`src/rtl/matmul_feed_pkg.sv`:
```
// Shared definitions for the matmul operand sequencer: FSM encoding,
// element width and a power-of-two helper for the index-wrap logic.
package matmul_feed_pkg;

   localparam int unsigned ELEM_W = 8;

   typedef enum logic [1:0] {
      S_IDLE  = 2'd0,
      S_RUN   = 2'd1,
      S_DRAIN = 2'd2,
      S_DONE  = 2'd3
   } state_e;

   function automatic bit is_pow2(input int unsigned n);
      return (n != 0) && ((n & (n - 1)) == 0);
   endfunction

endpackage

```
`src/rtl/matmul_feed.sv`:
```
// Operand sequencer: walks every (row, col) of an N x N product in row-major
// order, strobes the A/B operand buffers and presents one valid pair per cycle.
module matmul_feed
   import matmul_feed_pkg::*;
#(
   parameter int unsigned MUL_SIZE  = 8,
   parameter int unsigned ADDR_BITS = $clog2(MUL_SIZE)
) (
   input  logic                         clk,
   input  logic                         rst,
   input  logic                         start,
   input  logic                         hold,
   output logic                         busy,
   output logic                         done,
   output logic                         a_rd_en,
   output logic [ADDR_BITS-1:0]         a_rd_addr,
   input  logic [ELEM_W*MUL_SIZE-1:0]   a_rd_data,
   output logic                         b_rd_en,
   output logic [ADDR_BITS-1:0]         b_rd_addr,
   input  logic [ELEM_W*MUL_SIZE-1:0]   b_rd_data,
   output logic                         out_valid,
   output logic [ADDR_BITS-1:0]         out_row_no,
   output logic [ELEM_W*MUL_SIZE-1:0]   out_row,
   output logic [ADDR_BITS-1:0]         out_col_no,
   output logic [ELEM_W*MUL_SIZE-1:0]   out_col
);

   // Index wrap relies on the all-ones compare, hence power-of-two N only.
   localparam logic [ADDR_BITS-1:0] LAST_IDX = '1;
   localparam bit                   IS_POW2  = is_pow2(MUL_SIZE);

   state_e                 state_q, state_d;
   logic [ADDR_BITS-1:0]   r_q, r_d;
   logic [ADDR_BITS-1:0]   c_q, c_d;
   logic                   issue;

   logic                   out_valid_q;
   logic [ADDR_BITS-1:0]   out_row_no_q, out_row_no_d;
   logic [ADDR_BITS-1:0]   out_col_no_q, out_col_no_d;

   always_comb begin
      state_d = state_q;
      r_d     = r_q;
      c_d     = c_q;
      issue   = 1'b0;
      unique case (state_q)
         S_IDLE: begin
            if (start) begin
               state_d = S_RUN;
               r_d     = '0;
               c_d     = '0;
            end
         end
         S_RUN: begin
            if (!hold) begin
               issue = 1'b1;
               if (c_q == LAST_IDX) begin
                  c_d = '0;
                  r_d = r_q + 1'b1;
                  if (r_q == LAST_IDX) begin
                     state_d = S_DRAIN;
                  end
               end else begin
                  c_d = c_q + 1'b1;
               end
            end
         end
         S_DRAIN: state_d = S_DONE;
         S_DONE:  state_d = S_IDLE;
         default: state_d = S_IDLE;
      endcase
   end

   // Index outputs keep their last value while no pair is issued.
   always_comb begin
      out_row_no_d = out_row_no_q;
      out_col_no_d = out_col_no_q;
      if (issue) begin
         out_row_no_d = r_q;
         out_col_no_d = c_q;
      end
   end

   always_ff @(posedge clk) begin
      if (rst) begin
         state_q      <= S_IDLE;
         r_q          <= '0;
         c_q          <= '0;
         out_valid_q  <= 1'b0;
         out_row_no_q <= '0;
         out_col_no_q <= '0;
      end else begin
         state_q      <= state_d;
         r_q          <= r_d;
         c_q          <= c_d;
         out_valid_q  <= issue;
         out_row_no_q <= out_row_no_d;
         out_col_no_q <= out_col_no_d;
      end
   end

   always_ff @(posedge clk) begin
      if (!rst) begin
         assert (IS_POW2);
      end
   end

   assign busy       = (state_q != S_IDLE);
   assign done       = (state_q == S_DONE);
   assign a_rd_en    = issue;
   assign b_rd_en    = issue;
   assign a_rd_addr  = r_q;
   assign b_rd_addr  = c_q;
   assign out_valid  = out_valid_q;
   assign out_row_no = out_row_no_q;
   assign out_col_no = out_col_no_q;
   assign out_row    = a_rd_data;
   assign out_col    = b_rd_data;

endmodule
```
`config.mk`:
```
export PLATFORM = sky130hd
export DESIGN_NAME = matmul_feed
export DESIGN_NICKNAME = d
export VERILOG_FILES = /design/src/rtl/matmul_feed_pkg.sv /design/src/rtl/matmul_feed.sv
export SDC_FILE = /design/constraint.sdc
export NUM_CORES = 1
export LEC_CHECK = 0
export CAP_MARGIN = 20
export CORE_AREA = 2 2 108 110
export CTS_CLUSTER_SIZE = 8
export DETAILED_ROUTE_END_ITERATION = 10
export DIE_AREA = 0 0 110 112
export GPL_ROUTABILITY_DRIVEN = 0
export GPL_TIMING_DRIVEN = 1
export PLACE_DENSITY = 0.64
export SLEW_MARGIN = 20
export SYNTH_ARGS = -nofsm -noshare
export SYNTH_HDL_FRONTEND = slang
export SYNTH_SLANG_ARGS = --single-unit
```
`constraint.sdc`:
```
create_clock -name clk -period 2.91 [get_ports clk]
set_input_delay 0.7275 -clock clk [delete_from_list [all_inputs] [get_ports clk]]
set_output_delay 0.7275 -clock clk [all_outputs]
set_load 0.01 [all_outputs]
```
Word-level counts from Yosys, hierarchy flattened
Index checks and enable logic that the tools add are counted.

storage, ports and cells
  bits in registers = 15
  output and inout bits = 145
  logic and storage cells = 37

cells by class
  add/sub/neg operators = 2
  equality and inequality tests = 9
  muxes and demuxes = 14
  reductions and logical operators = 6

operators by type and width
  cell                                                  count
  2-to-1 mux 3 bit                                      5
  case mux 3 bit (2 select lines)                       2
  2-to-1 mux 2 bit                                      4
  != test 2 bit (second input constant)                 4
  case mux 2 bit (4 select lines)                       1
  AND reduction 4 bit                                   2
  adder 3 x 1 -> 3 bit (second input constant)          2
  equality test 3 bit (second input constant)           2
  equality test 2 bit (second input constant)           2
  nonzero test 2 bit                                    2
  AND reduction 3 bit                                   1
  equality test 2 x 1 -> 1 bit (second input constant)  1
  logical NOT 2 bit                                     1
  2-to-1 mux 1 bit                                      2

Logic depth before layout (Yosys ltp)
  depth in word-level cells = 5
  mapped depth = 7

Worst setup path before layout
Ideal clock, no wire load.

  kind = input port to output port
  from = in hold
  to = out b_rd_en
  arrival time = 1.248 ns
  data required time = 2.183 ns
  path slack = 0.935 ns
  stages = 4
  path buffers = 2
  cells stage by stage = nand2b_1 > buf_2 > inv_2 > buf_4

between the ends
  longest elaborated chain between the ends = 2

ends and longest elaborated chain
  what              line               text
  start, declared   matmul_feed.sv:12  input logic hold,
  2-to-1 mux 1 bit  matmul_feed.sv:55  if (!hold) begin
  2-to-1 mux 1 bit  matmul_feed.sv:46  unique case (state_q)
  end, declared     matmul_feed.sv:18  output logic b_rd_en,

No other way between the ends.

Worst setup path in the final report
Same ends and word-level chain as after synthesis.

==> reports/summary.json <==
{
  "clock_tree": {
    "postCtsSetupBuffers": 0,
    "cts_hold_buffers": 0,
    "cts.reportedPaths.clkPinSlew_ps": 50,
    "cts_buffers": 3,
    "clock_sink_count": 15,
    "ctsResizeCount": 0,
    "tritoncts_clock_tree": "built",
    "cts_buffer_depth": 2,
    "clock-root-buffer": "sky130_fd_sc_hd__clkbuf_16",
    "cts_max_level": 1,
    "clkLatencyLatePin_ps": 250
  },
  "power_and_ir_drop": {
    "p_sw_share_pct": 32.4,
    "power_leakage_nw": 0.449,
    "comb_power_share_pct": 36.2,
    "ir_drop_uv": 192,
    "power_frac_clock_pct": 34.2,
    "cellInternalPower_mw": 0.538,
    "pwr_density_cell_nw_per_um2": 622,
    "netSwitchingPower_mw": 0.258,
    "pwr-share-seq_pct": 29.7
  },
  "critical_path": {
    "worst_r2r_endpoint": "b_rd_addr[1]",
    "reg2reg_depth": 6,
    "ff2ff_setup_slack_ps": 1250,
    "cpMostUsedCell": "sky130_fd_sc_hd__clkdlybuf4s50_1",
    "crit_type": "in -> out",
    "critical_path.max_stage_delay_ps": 550,
    "reg2reg_from": "state_q[1]",
    "crit_buf_inv": 3,
    "crit_family": "buffers and inverters",
    "critPathCaptureType": "primary output",
    "critical_path.startpoint_type": "input pin",
    "worstPathRequired_ps": 2180,
    "cp_data_arrival_time_ps": 2030,
    "worst_path_max_delay_cell": "sky130_fd_sc_hd__clkdlybuf4s50_1",
    "path_cells": "clkdlybuf4s50_1 -> nand2b_1 -> inv_2 -> clkdlybuf4s50_1",
    "critPathMaxFanout": 8
  },
  "global_route": {
    "grt_start_max_net_pins": 15,
    "overall_track_demand_over_capacity_in_global_routing_pct": 5.43,
    "grt_remaining_overflow": 0,
    "first_global_vias": 798,
    "grt_antenna_before_repair": 0,
    "grt_first_pass_wirelength_um": 4830
  },
  "layout": {
    "number_of_antenna_repair_diodes": 0,
    "most_common_cell_after_layout_fill_and_taps_aside": "sky130_fd_sc_hd__clkdlybuf4s50_1",
    "commonest_cells_after_routing_fill_and_taps_aside": "sky130_fd_sc_hd__clkdlybuf4s50_1, sky130_fd_sc_hd__dfxtp_1, sky130_fd_sc_hd__nand2_1, sky130_fd_sc_hd__nand2b_1, sky130_fd_sc_hd__ha_1",
    "layout.cell_area.non_filler_um2": 1280,
    "finish.cell_count_without_fillers": 257,
    "final_layout_size_suffix_gt1_share_pct": 12.3,
    "area_growth_pct": -28.3,
    "num-nets-final": 256,
    "fin_util_pct": 11.5
  },
  "floorplan": {
    "num_rows": 39,
    "placeableCoreArea_um2": 11200,
    "die_height_um": 112,
    "die_width_um": 110,
    "start_util_pct": 16.0,
    "dieArea_um2": 12300,
    "io_pins": 277
  },
  "run_status": {
    "outcome": "complete, no violations"
  },
  "timing": {
    "finalSetupViolations": 0,
    "rsz0062_at_grt": "false",
    "fin_skew_ps": 5.50,
    "timing.max_slew.rel_slack_pct": 70.6,
    "final_max_slew_viols": 0,
    "timing.final.crit_share_pct": 94.7,
    "fin_setup_tns_ps": 0,
    "final_period_minus_worst_setup_slack_ps": 2760,
    "worst_hold_slack_ps": 456,
    "worstMarginPinSlew_ps": 441,
    "maxClockFrequency_mhz": 363,
    "final-hold-violation-count": 0
  },
  "placed_design": {
    "place.detailed.instances": 253,
    "dp.final_hpwl_um": 2650,
    "numPortBuffers": 20,
    "place_area_um2": 1200
  },
  "logic_synthesis": {
    "main_combinational_cell_family_by_area_after_synthesis": "buffers and inverters",
    "multiplexer_fraction_of_the_synthesized_cell_area_pct": 1.68,
    "yosys.area_share.simple_pct": 11.8,
    "synth_fp_nets": 361,
    "yosys_warnings": 0,
    "synth.ff_latch_count": 15,
    "synth_adder_area_share_pct": 6.30,
    "share_of_the_synthesized_area_in_compound_gates_ao_oa_aoi_oai_pct": 7.07,
    "synthesis.area_per_instance_um2": 8.13,
    "seq_area_frac_synth_pct": 16.8,
    "number_of_different_library_cells_in_the_post_synthesis_netlist": 29,
    "post_synth_inst_count": 220,
    "synthesis.area_um2": 1790,
    "post_synth_xor_area_fraction_pct": 0
  },
  "worst_hold_path": {
    "min_delay_startpoint": "out_row_no[1]",
    "timing.hold.worst_path_depth": 2,
    "holdCritPathClass": "reg -> reg",
    "holdPathEnd": "out_row_no[1]"
  },
  "route": {
    "postRouteAntennaNets": 0,
    "drt-pass1-iter-count": 4,
    "totalWireLength_um": 3270,
    "vias_per_cell": 3.21,
    "drt_drc_violations_left": 0,
    "vias": 825,
    "drt_iter0_drc": 12,
    "detail_route.wl_per_cell_um": 12.7
  },
  "flow_run": {
    "drv_cap": 0
  }
}
## worst max-delay path by stage
stage / endpoint / depth (start not counted) / startpoint / slack [ps]
floorplan: b_rd_en / 4 / hold / 930
global placement: b_rd_en / 4 / hold / 170
detailed placement: b_rd_en / 4 / hold / 140
CTS: b_rd_en / 4 / hold / 140
global route: a_rd_en / 5 / state_q[1] / 60
finish: b_rd_en / 4 / hold / 150
## metrics by stage
| stage | power [mW] | worst slack (ps) |
|---|---|---|
| final | 0.797 | 154 |
| after global routing | 0.859 | 58.8 |
| after CTS | 0.815 | 141 |
| after detailed placement | 0.533 | 140 |
| after global placement | 0.522 | 169 |
| after floorplan | 0.627 | 935 |
## sequential cells by signal, summed over array words and instances (netlist names)
register,cells
a_rd_addr,3
b_rd_addr,3
out_col_no,3
out_row_no,3
state_q,2
out_valid,1
## power by group through the flow
stage          Sequential (mW)  Clock [mW]  Combinational [mW]
2_1_floorplan            0.240           0               0.387
3_3_place_gp             0.239           0               0.282
3_5_place_dp             0.241           0               0.292
4_1_cts                  0.237       0.284               0.295
5_1_grt                  0.240       0.293               0.326
6_report                 0.236       0.272               0.288
## worst register-to-register path: stages, from the launching register on
cell and delay (ps):
sky130_fd_sc_hd__dfxtp_1 330, sky130_fd_sc_hd__inv_1 110, sky130_fd_sc_hd__ha_1 440, sky130_fd_sc_hd__nand2b_1 160, sky130_fd_sc_hd__buf_4 190, sky130_fd_sc_hd__nor3_1 220, sky130_fd_sc_hd__a22o_1 160
## routing by layer
layer  part of all wire, %  wire (µm)  global-route usage (%)  up-vias
li1                      -          -                       -      359
met4                   8.4        276                    5.49        0
met3                    18        583                    4.63       42
met2                    41       1350                    7.20       53
met1                    32       1060                    4.82      371
met5                     0          0                       0        -
## final cells by class
type                       instances  area (µm²)
fill                            1272        9890
multi-input combinational         67         480
inverter                           5        18.8
sequential                        15         300
clock inverter                     1        5.00
clock buffer                       3        75.1
timing repair buffer              23         223
tap                              143         179
## cell families after synthesis
family	Yosys count
buffers and inverters	138
and+or+nand+nor	38
AOI/OAI and AO/OA	17
DFF	15
adders and majority gates	9
muxes	3
## cells in the mapped netlist
| cell | count | area [µm²] |
|---|---|---|
| sky130_fd_sc_hd__nor2b_1 | 1 | 6.26 |
| sky130_fd_sc_hd__a211o_1 | 1 | 8.76 |
| sky130_fd_sc_hd__mux2i_1 | 3 | 30.0 |
| sky130_fd_sc_hd__inv_2 | 1 | 3.75 |
| sky130_fd_sc_hd__buf_2 | 1 | 5.00 |
| sky130_fd_sc_hd__inv_1 | 4 | 15.0 |
| sky130_fd_sc_hd__o31ai_1 | 1 | 7.51 |
| sky130_fd_sc_hd__or4_4 | 1 | 11.3 |
| sky130_fd_sc_hd__a211o_2 | 1 | 10.0 |
| sky130_fd_sc_hd__o211ai_2 | 1 | 12.5 |
| sky130_fd_sc_hd__nor2b_4 | 1 | 13.8 |
| sky130_fd_sc_hd__nand2_1 | 13 | 48.8 |
| sky130_fd_sc_hd__dfxtp_1 | 15 | 300 |
| sky130_fd_sc_hd__clkbuf_1 | 2 | 7.51 |
| sky130_fd_sc_hd__a211oi_2 | 1 | 12.5 |
| sky130_fd_sc_hd__nand3b_1 | 4 | 30.0 |
| sky130_fd_sc_hd__o21ai_1 | 1 | 5.00 |
| sky130_fd_sc_hd__nor3b_1 | 1 | 7.51 |
| sky130_fd_sc_hd__a21oi_1 | 7 | 35.0 |
| sky130_fd_sc_hd__nor2_1 | 3 | 11.3 |
| sky130_fd_sc_hd__nand3_1 | 3 | 15.0 |
| sky130_fd_sc_hd__nand2b_1 | 9 | 56.3 |
| sky130_fd_sc_hd__or2_2 | 1 | 6.26 |
| sky130_fd_sc_hd__a31oi_1 | 1 | 6.26 |
| sky130_fd_sc_hd__a2111o_1 | 1 | 11.3 |
| sky130_fd_sc_hd__buf_4 | 130 | 976 |
| sky130_fd_sc_hd__nor3_1 | 1 | 5.00 |
| sky130_fd_sc_hd__a22o_1 | 2 | 17.5 |
| sky130_fd_sc_hd__ha_1 | 9 | 113 |
Note: power is estimated with default switching activity, not from simulation.
